`src/rtl/dvfs_controller.sv`:
```
`default_nettype none
// ============================================================================
// Module  : dvfs_controller
// Purpose : Utilization-driven DVFS sequencer: voltage up before freq, freq down before voltage.
// Rev     : 1.0 - initial release
// ============================================================================
module dvfs_controller #(
    parameter int WINDOW   = 256,
    parameter int UP_TH    = 192,
    parameter int DN_TH    = 64,
    parameter int V_SETTLE = 64,
    parameter int DWELL    = 512
) (
    input  logic                      clk_in,
    input  logic                      rst,
    input  logic                      busy,
    input  logic                      force_en,
    input  logic [1:0]                force_level,
    input  logic                      sw_ack,
    output logic [1:0]                freq_sel,
    output logic [1:0]                vdd_level,
    output logic                      sw_req,
    output logic                      in_transition,
    output logic [$clog2(WINDOW):0]   util_last
);

    localparam int WW   = $clog2(WINDOW);
    localparam int CW   = WW + 1;
    localparam int TMAX = (V_SETTLE > DWELL) ? V_SETTLE : DWELL;
    localparam int TW   = $clog2(TMAX + 1);

    localparam logic [WW-1:0] WIN_LAST    = WW'(WINDOW - 1);
    localparam logic [CW-1:0] WIN_FULL    = CW'(WINDOW);
    localparam logic [CW-1:0] UP_TH_C     = CW'(UP_TH);
    localparam logic [CW-1:0] DN_TH_C     = CW'(DN_TH);
    localparam logic [TW-1:0] SETTLE_LAST = TW'(V_SETTLE - 1);
    localparam logic [TW-1:0] DWELL_LAST  = TW'(DWELL - 1);

    typedef enum logic [2:0] {
        ST_MONITOR  = 3'd0,
        ST_V_UP     = 3'd1,
        ST_F_SWITCH = 3'd2,
        ST_V_DOWN   = 3'd3,
        ST_DWELL    = 3'd4
    } state_t;

    state_t        state_q, state_d;
    logic [1:0]    freq_q, freq_d;
    logic [1:0]    vdd_q, vdd_d;
    logic [1:0]    target_q, target_d;
    logic          sw_req_q, sw_req_d;
    logic [CW-1:0] util_q, util_d;
    logic [WW-1:0] win_q, win_d;
    logic [CW-1:0] busy_cnt_q, busy_cnt_d;
    logic [TW-1:0] tmr_q, tmr_d;

    logic [CW-1:0] busy_next;
    logic [1:0]    dec_tgt;

    always_comb begin
        state_d    = state_q;
        freq_d     = freq_q;
        vdd_d      = vdd_q;
        target_d   = target_q;
        sw_req_d   = sw_req_q;
        util_d     = util_q;
        win_d      = '0;
        busy_cnt_d = '0;
        tmr_d      = tmr_q + TW'(1);
        dec_tgt    = freq_q;
        busy_next  = (busy_cnt_q == WIN_FULL) ? busy_cnt_q : busy_cnt_q + CW'(busy);

        case (state_q)
            ST_MONITOR: begin
                tmr_d      = '0;
                win_d      = win_q + WW'(1);
                busy_cnt_d = busy_next;
                if (win_q == WIN_LAST) begin
                    win_d      = '0;
                    busy_cnt_d = '0;
                    util_d     = busy_next;
                    if (busy_next >= UP_TH_C && freq_q != 2'd0) begin
                        dec_tgt = freq_q - 2'd1;
                    end else if (busy_next <= DN_TH_C && freq_q != 2'd3) begin
                        dec_tgt = freq_q + 2'd1;
                    end
                end
                // Manual override wins over any window verdict in the same cycle.
                if (force_en) begin
                    dec_tgt = force_level;
                end
                target_d = dec_tgt;
                if (dec_tgt < freq_q) begin
                    state_d = ST_V_UP;
                    vdd_d   = 2'd3 - dec_tgt;
                end else if (dec_tgt > freq_q) begin
                    state_d  = ST_F_SWITCH;
                    freq_d   = dec_tgt;
                    sw_req_d = 1'b1;
                end
            end
            ST_V_UP: begin
                if (tmr_q == SETTLE_LAST) begin
                    state_d  = ST_F_SWITCH;
                    freq_d   = target_q;
                    sw_req_d = 1'b1;
                    tmr_d    = '0;
                end
            end
            ST_F_SWITCH: begin
                tmr_d = '0;
                if (sw_req_q && sw_ack) begin
                    sw_req_d = 1'b0;
                    // Surplus voltage means this was a slow-down; trim the rail next.
                    if (vdd_q != 2'd3 - freq_q) begin
                        state_d = ST_V_DOWN;
                        vdd_d   = 2'd3 - freq_q;
                    end else begin
                        state_d = ST_DWELL;
                    end
                end
            end
            ST_V_DOWN: begin
                if (tmr_q == SETTLE_LAST) begin
                    state_d = ST_DWELL;
                    tmr_d   = '0;
                end
            end
            ST_DWELL: begin
                if (tmr_q == DWELL_LAST) begin
                    state_d = ST_MONITOR;
                    tmr_d   = '0;
                end
            end
            default: begin
                state_d = ST_MONITOR;
                tmr_d   = '0;
            end
        endcase
    end

    always_ff @(posedge clk_in or posedge rst) begin
        if (rst) begin
            state_q    <= ST_MONITOR;
            freq_q     <= 2'd0;
            vdd_q      <= 2'd3;
            target_q   <= 2'd0;
            sw_req_q   <= 1'b0;
            util_q     <= '0;
            win_q      <= '0;
            busy_cnt_q <= '0;
            tmr_q      <= '0;
        end else begin
            state_q    <= state_d;
            freq_q     <= freq_d;
            vdd_q      <= vdd_d;
            target_q   <= target_d;
            sw_req_q   <= sw_req_d;
            util_q     <= util_d;
            win_q      <= win_d;
            busy_cnt_q <= busy_cnt_d;
            tmr_q      <= tmr_d;
        end
    end

    assign freq_sel      = freq_q;
    assign vdd_level     = vdd_q;
    assign sw_req        = sw_req_q;
    assign in_transition = (state_q != ST_MONITOR);
    assign util_last     = util_q;

endmodule
`default_nettype wire

```
`config.mk`:
```
export PLATFORM = sky130hd
export DESIGN_NAME = dvfs_controller
export DESIGN_NICKNAME = d
export VERILOG_FILES = /design/src/rtl/dvfs_controller.sv
export SDC_FILE = /design/constraint.sdc
export NUM_CORES = 1
export LEC_CHECK = 0
export CORE_MARGIN = 2
export CORE_UTILIZATION = 35
export DETAILED_ROUTE_END_ITERATION = 8
export PLACE_DENSITY_LB_ADDON = 0.25
export SLEW_MARGIN = 20
export SYNTH_ARGS = -nofsm -noshare
export SYNTH_HDL_FRONTEND = slang
export SYNTH_SLANG_ARGS = --single-unit
export TNS_END_PERCENT = 30
```
`constraint.sdc`:
```
create_clock -name clk_in -period 3.8 [get_ports clk_in]
set_clock_uncertainty 0.1 [all_clocks]
set_input_delay 0.57 -clock clk_in [delete_from_list [all_inputs] [get_ports clk_in]]
set_output_delay 0.57 -clock clk_in [all_outputs]
set_load 0.005 [all_outputs]
```
==> impl_metrics.env <==
export IMPL_yosys_warnings=0
export IMPL_grt_setup_unrepaired="yes"
export IMPL_setup_violations=0
export IMPL_die_h_um=88.60
export IMPL_rows=30
export IMPL_synth_ff_type="dfrtp_1"
export IMPL_avgSynthCellArea_sq_um=9.524
export IMPL_portBuffers=21
export IMPL_dp_cells=389
export IMPL_area_growth_pct=23.93
export IMPL_post_drt_wl_per_cell_um=12.95
export IMPL_clk_path_buf_depth=2
export IMPL_final_common_cell="dfrtp_1"
export IMPL_clk_latency_ns=0.29
export IMPL_grt_usage_pct=14.42
export IMPL_grt_pass1_wl_um=8921
export IMPL_setup_slack_ns=0.05744
export IMPL_cts_tree="yes"
export IMPL_grt_overflow=0
export IMPL_worstSetupEndpointType="flip-flop"
export IMPL_maxSlewViolCount=0
export IMPL_antenna_cells=0
export IMPL_synthArstFlopShare_pct=100.0
export IMPL_status="complete, no violations"
export IMPL_cp_max_fo=3
export IMPL_yosysUniqueCellTypes=50
export IMPL_hold_viol_final=0
export IMPL_slew_headroom_pct=47.61
export IMPL_met1Wirelength_um=2423
export IMPL_grt_max_degree=47
export IMPL_period_share_pct=98.49
export IMPL_die_area_sq_um=7850
export IMPL_synth_top_area_share_pct=43.96
export IMPL_dr_pass1_iters=4
export IMPL_final_cell_mix="44 x dfrtp_1, 43 x nor2_1, 27 x nand2_1"
export IMPL_dp_hpwl_um=3711
export IMPL_vias_per_cell=4.955
export IMPL_cap_violations=0
export IMPL_clock_root_buffer="clkbuf_8"
export IMPL_first_global_vias=1967
export IMPL_final_nets=317
export IMPL_drt_iter0_markers=99
export IMPL_fp_coreArea_sq_um=6869
export IMPL_ir_drop_v=0.0003778
export IMPL_final_cell_count_no_fill=399
export IMPL_antenna_found_initial=0
export IMPL_synth_fp_nets=278
export IMPL_critical_path_class="reg -> reg"
export IMPL_yosysTopAreaCell="dfrtp_1"
export IMPL_drtAntennaViolNets=0
export IMPL_hp_class="reg -> reg"
export IMPL_period_minus_slack_ns=3.743
export IMPL_drt_total_wl_um=5169
export IMPL_dr_max_layer_used="met4"
export IMPL_cp_arrival_ns=3.87
export IMPL_dieWidth_um=88.60
export IMPL_io_pins=22
export IMPL_vias=1977
export IMPL_yosysSeqAreaShare_pct=46.05
export IMPL_cts_sinks=46
export IMPL_synth_cells=263
export IMPL_cts_inserted_buffers=5
export IMPL_drcViolationCount=0
export IMPL_synth_area_top_cells="dfrtp_1 44%, nor2_1 6.4%, xnor2_1 4.2%, xor2_1 4.2%, nand2_1 4.0%"
export IMPL_wl_met2_um=2530
export IMPL_critPathRequiredTime_ns=3.92
export IMPL_h_tree_depth=2
export IMPL_dp_worst_setup_slack_ns=-0.6326
export IMPL_cp_start_kind="flip-flop"
export IMPL_syn_area_sq_um=2505
export IMPL_fmax_mhz=267.2
export IMPL_gp_congestion=0.8606
export IMPL_final_layout_size_suffix_gt1_share_pct=17.16
export IMPL_leakagePower_nw=1.327
export IMPL_synth_edf_count=0
export IMPL_clk_pin_slew_ns=0.09
export IMPL_wl_met3_um=190
export IMPL_p_per_area_nw_per_um2=601.0
export IMPL_yosys_register_bits=46
export IMPL_worstMarginPinSlew_ns=0.7859
export IMPL_start_util_pct=36.47
[what timing repair did]
| action | CTS | global route |
|---|---|---|
| pin swaps | 7 | 1 |
| setup buffers | 1 | 1 |
| cloned | 0 | 0 |
| hold buffers | 0 | 0 |
| resized for setup | 12 | 0 |
| endpoints found under the setup margin | 6 | 2 |
[flip-flops by register name, summed over array words and instances (netlist names)]
register / count
busy_cnt_q: 9
freq_sel: 2
util_last: 9
vdd_level: 2
target_q: 2
tmr_q: 10
sw_req: 1
state_q: 3
win_q: 8
[through the flow]
stage          hold WS [ns]  power [mW]  util, %  cell area [sq um]   TNS, ns
6_report             0.3814       1.866    45.19               3104         0
2_1_floorplan        0.3549       1.309        -               2577   -0.1027
4_1_cts              0.3896       1.892    45.06               3095  -0.05028
5_1_grt              0.4148       2.023    45.19               3104  -0.05581
3_3_place_gp         0.3614       1.547    43.10               2960    -2.986
3_5_place_dp         0.3691       1.550    43.10               2960    -3.023
[critical path, stage by stage (launching register included)]
cell       delay, ns
dfrtp_1         0.42
ha_4            0.18
ha_4            0.16
xnor2_2         0.13
nor3b_2         0.16
o211a_1         0.22
o2111a_2        0.29
a21oi_4         0.13
mux2_4          0.32
a21oi_2         0.10
ha_1            0.24
a211o_1         0.32
a21boi_4        0.16
a2111oi_4       0.28
mux2_4          0.33
a31oi_1         0.13
[final timing paths]
| kind | start | to | slack [ns] | depth (start not counted) |
|---|---|---|---|---|
| max | busy_cnt_q[0] | freq_sel[0] | 0.06 | 15 |
| min | util_last[4] | util_last[4] | 0.38 | 2 |
| max reg2reg | busy_cnt_q[0] | freq_sel[0] | 0.06 | 15 |
| min reg2reg | util_last[4] | util_last[4] | 0.38 | 2 |
| max in group asynchronous | rst | state_q[0] | 2.52 | 2 |
| min in group asynchronous | rst | tmr_q[1] | 0.60 | 2 |
[report_power, final]
part / switching, mW / leakage, nW / internal, mW / total [mW]
Combinational: 0.422 / 0.713 / 0.412 / 0.834
Sequential: 0.139 / 0.567 / 0.582 / 0.721
Clock: 0.164 / 0.0472 / 0.146 / 0.310
[routing by layer]
metal | track usage (%) | vias to the layer above
met5 | 0 | -
met4 | 4.132 | 0
met3 | 2.985 | 3
met2 | 24.06 | 36
met1 | 19.02 | 943
li1 | - | 995
[cell usage after synthesis (2+ instances only)]
library cell  number
nand2_1           27
or3_1              2
nor2_1            43
o22ai_1            2
nor2b_1            3
o21ai_0           15
inv_1              8
mux2_2             3
a21oi_1            9
ha_1               8
xnor2_1           12
dfrtp_1           44
nand4_1            4
mux2i_1            3
clkbuf_8           3
a31oi_1            3
nand3_1           16
xor2_1            12
dfstp_2            2
and3_1             5
nor3_1             7
clkbuf_1           2
and2_1             3
[cells by family (layout without fill, tap and decap cells)]
family,Yosys count,after routing,synth area share (%)
and+or+nand+nor,120,120,23.38
buffers and inverters,15,55,3.896
xor gates and xnor gates,24,24,8.392
muxes,6,6,2.547
DFF,46,46,46.05
AOI/OAI and AO/OA,44,44,11.74
adders and majority gates,8,8,3.996
[final cells by class]
cell class / instances / area, sq um
fill: 675 / 3765
multi-input combinational: 202 / 1364
sequential: 46 / 1154
timing repair buffer: 39 / 340.3
tap: 96 / 120.1
clock buffer: 6 / 82.58
inverter: 8 / 31.28
clock inverter: 2 / 12.51
Power figures use the tool's default switching activity.
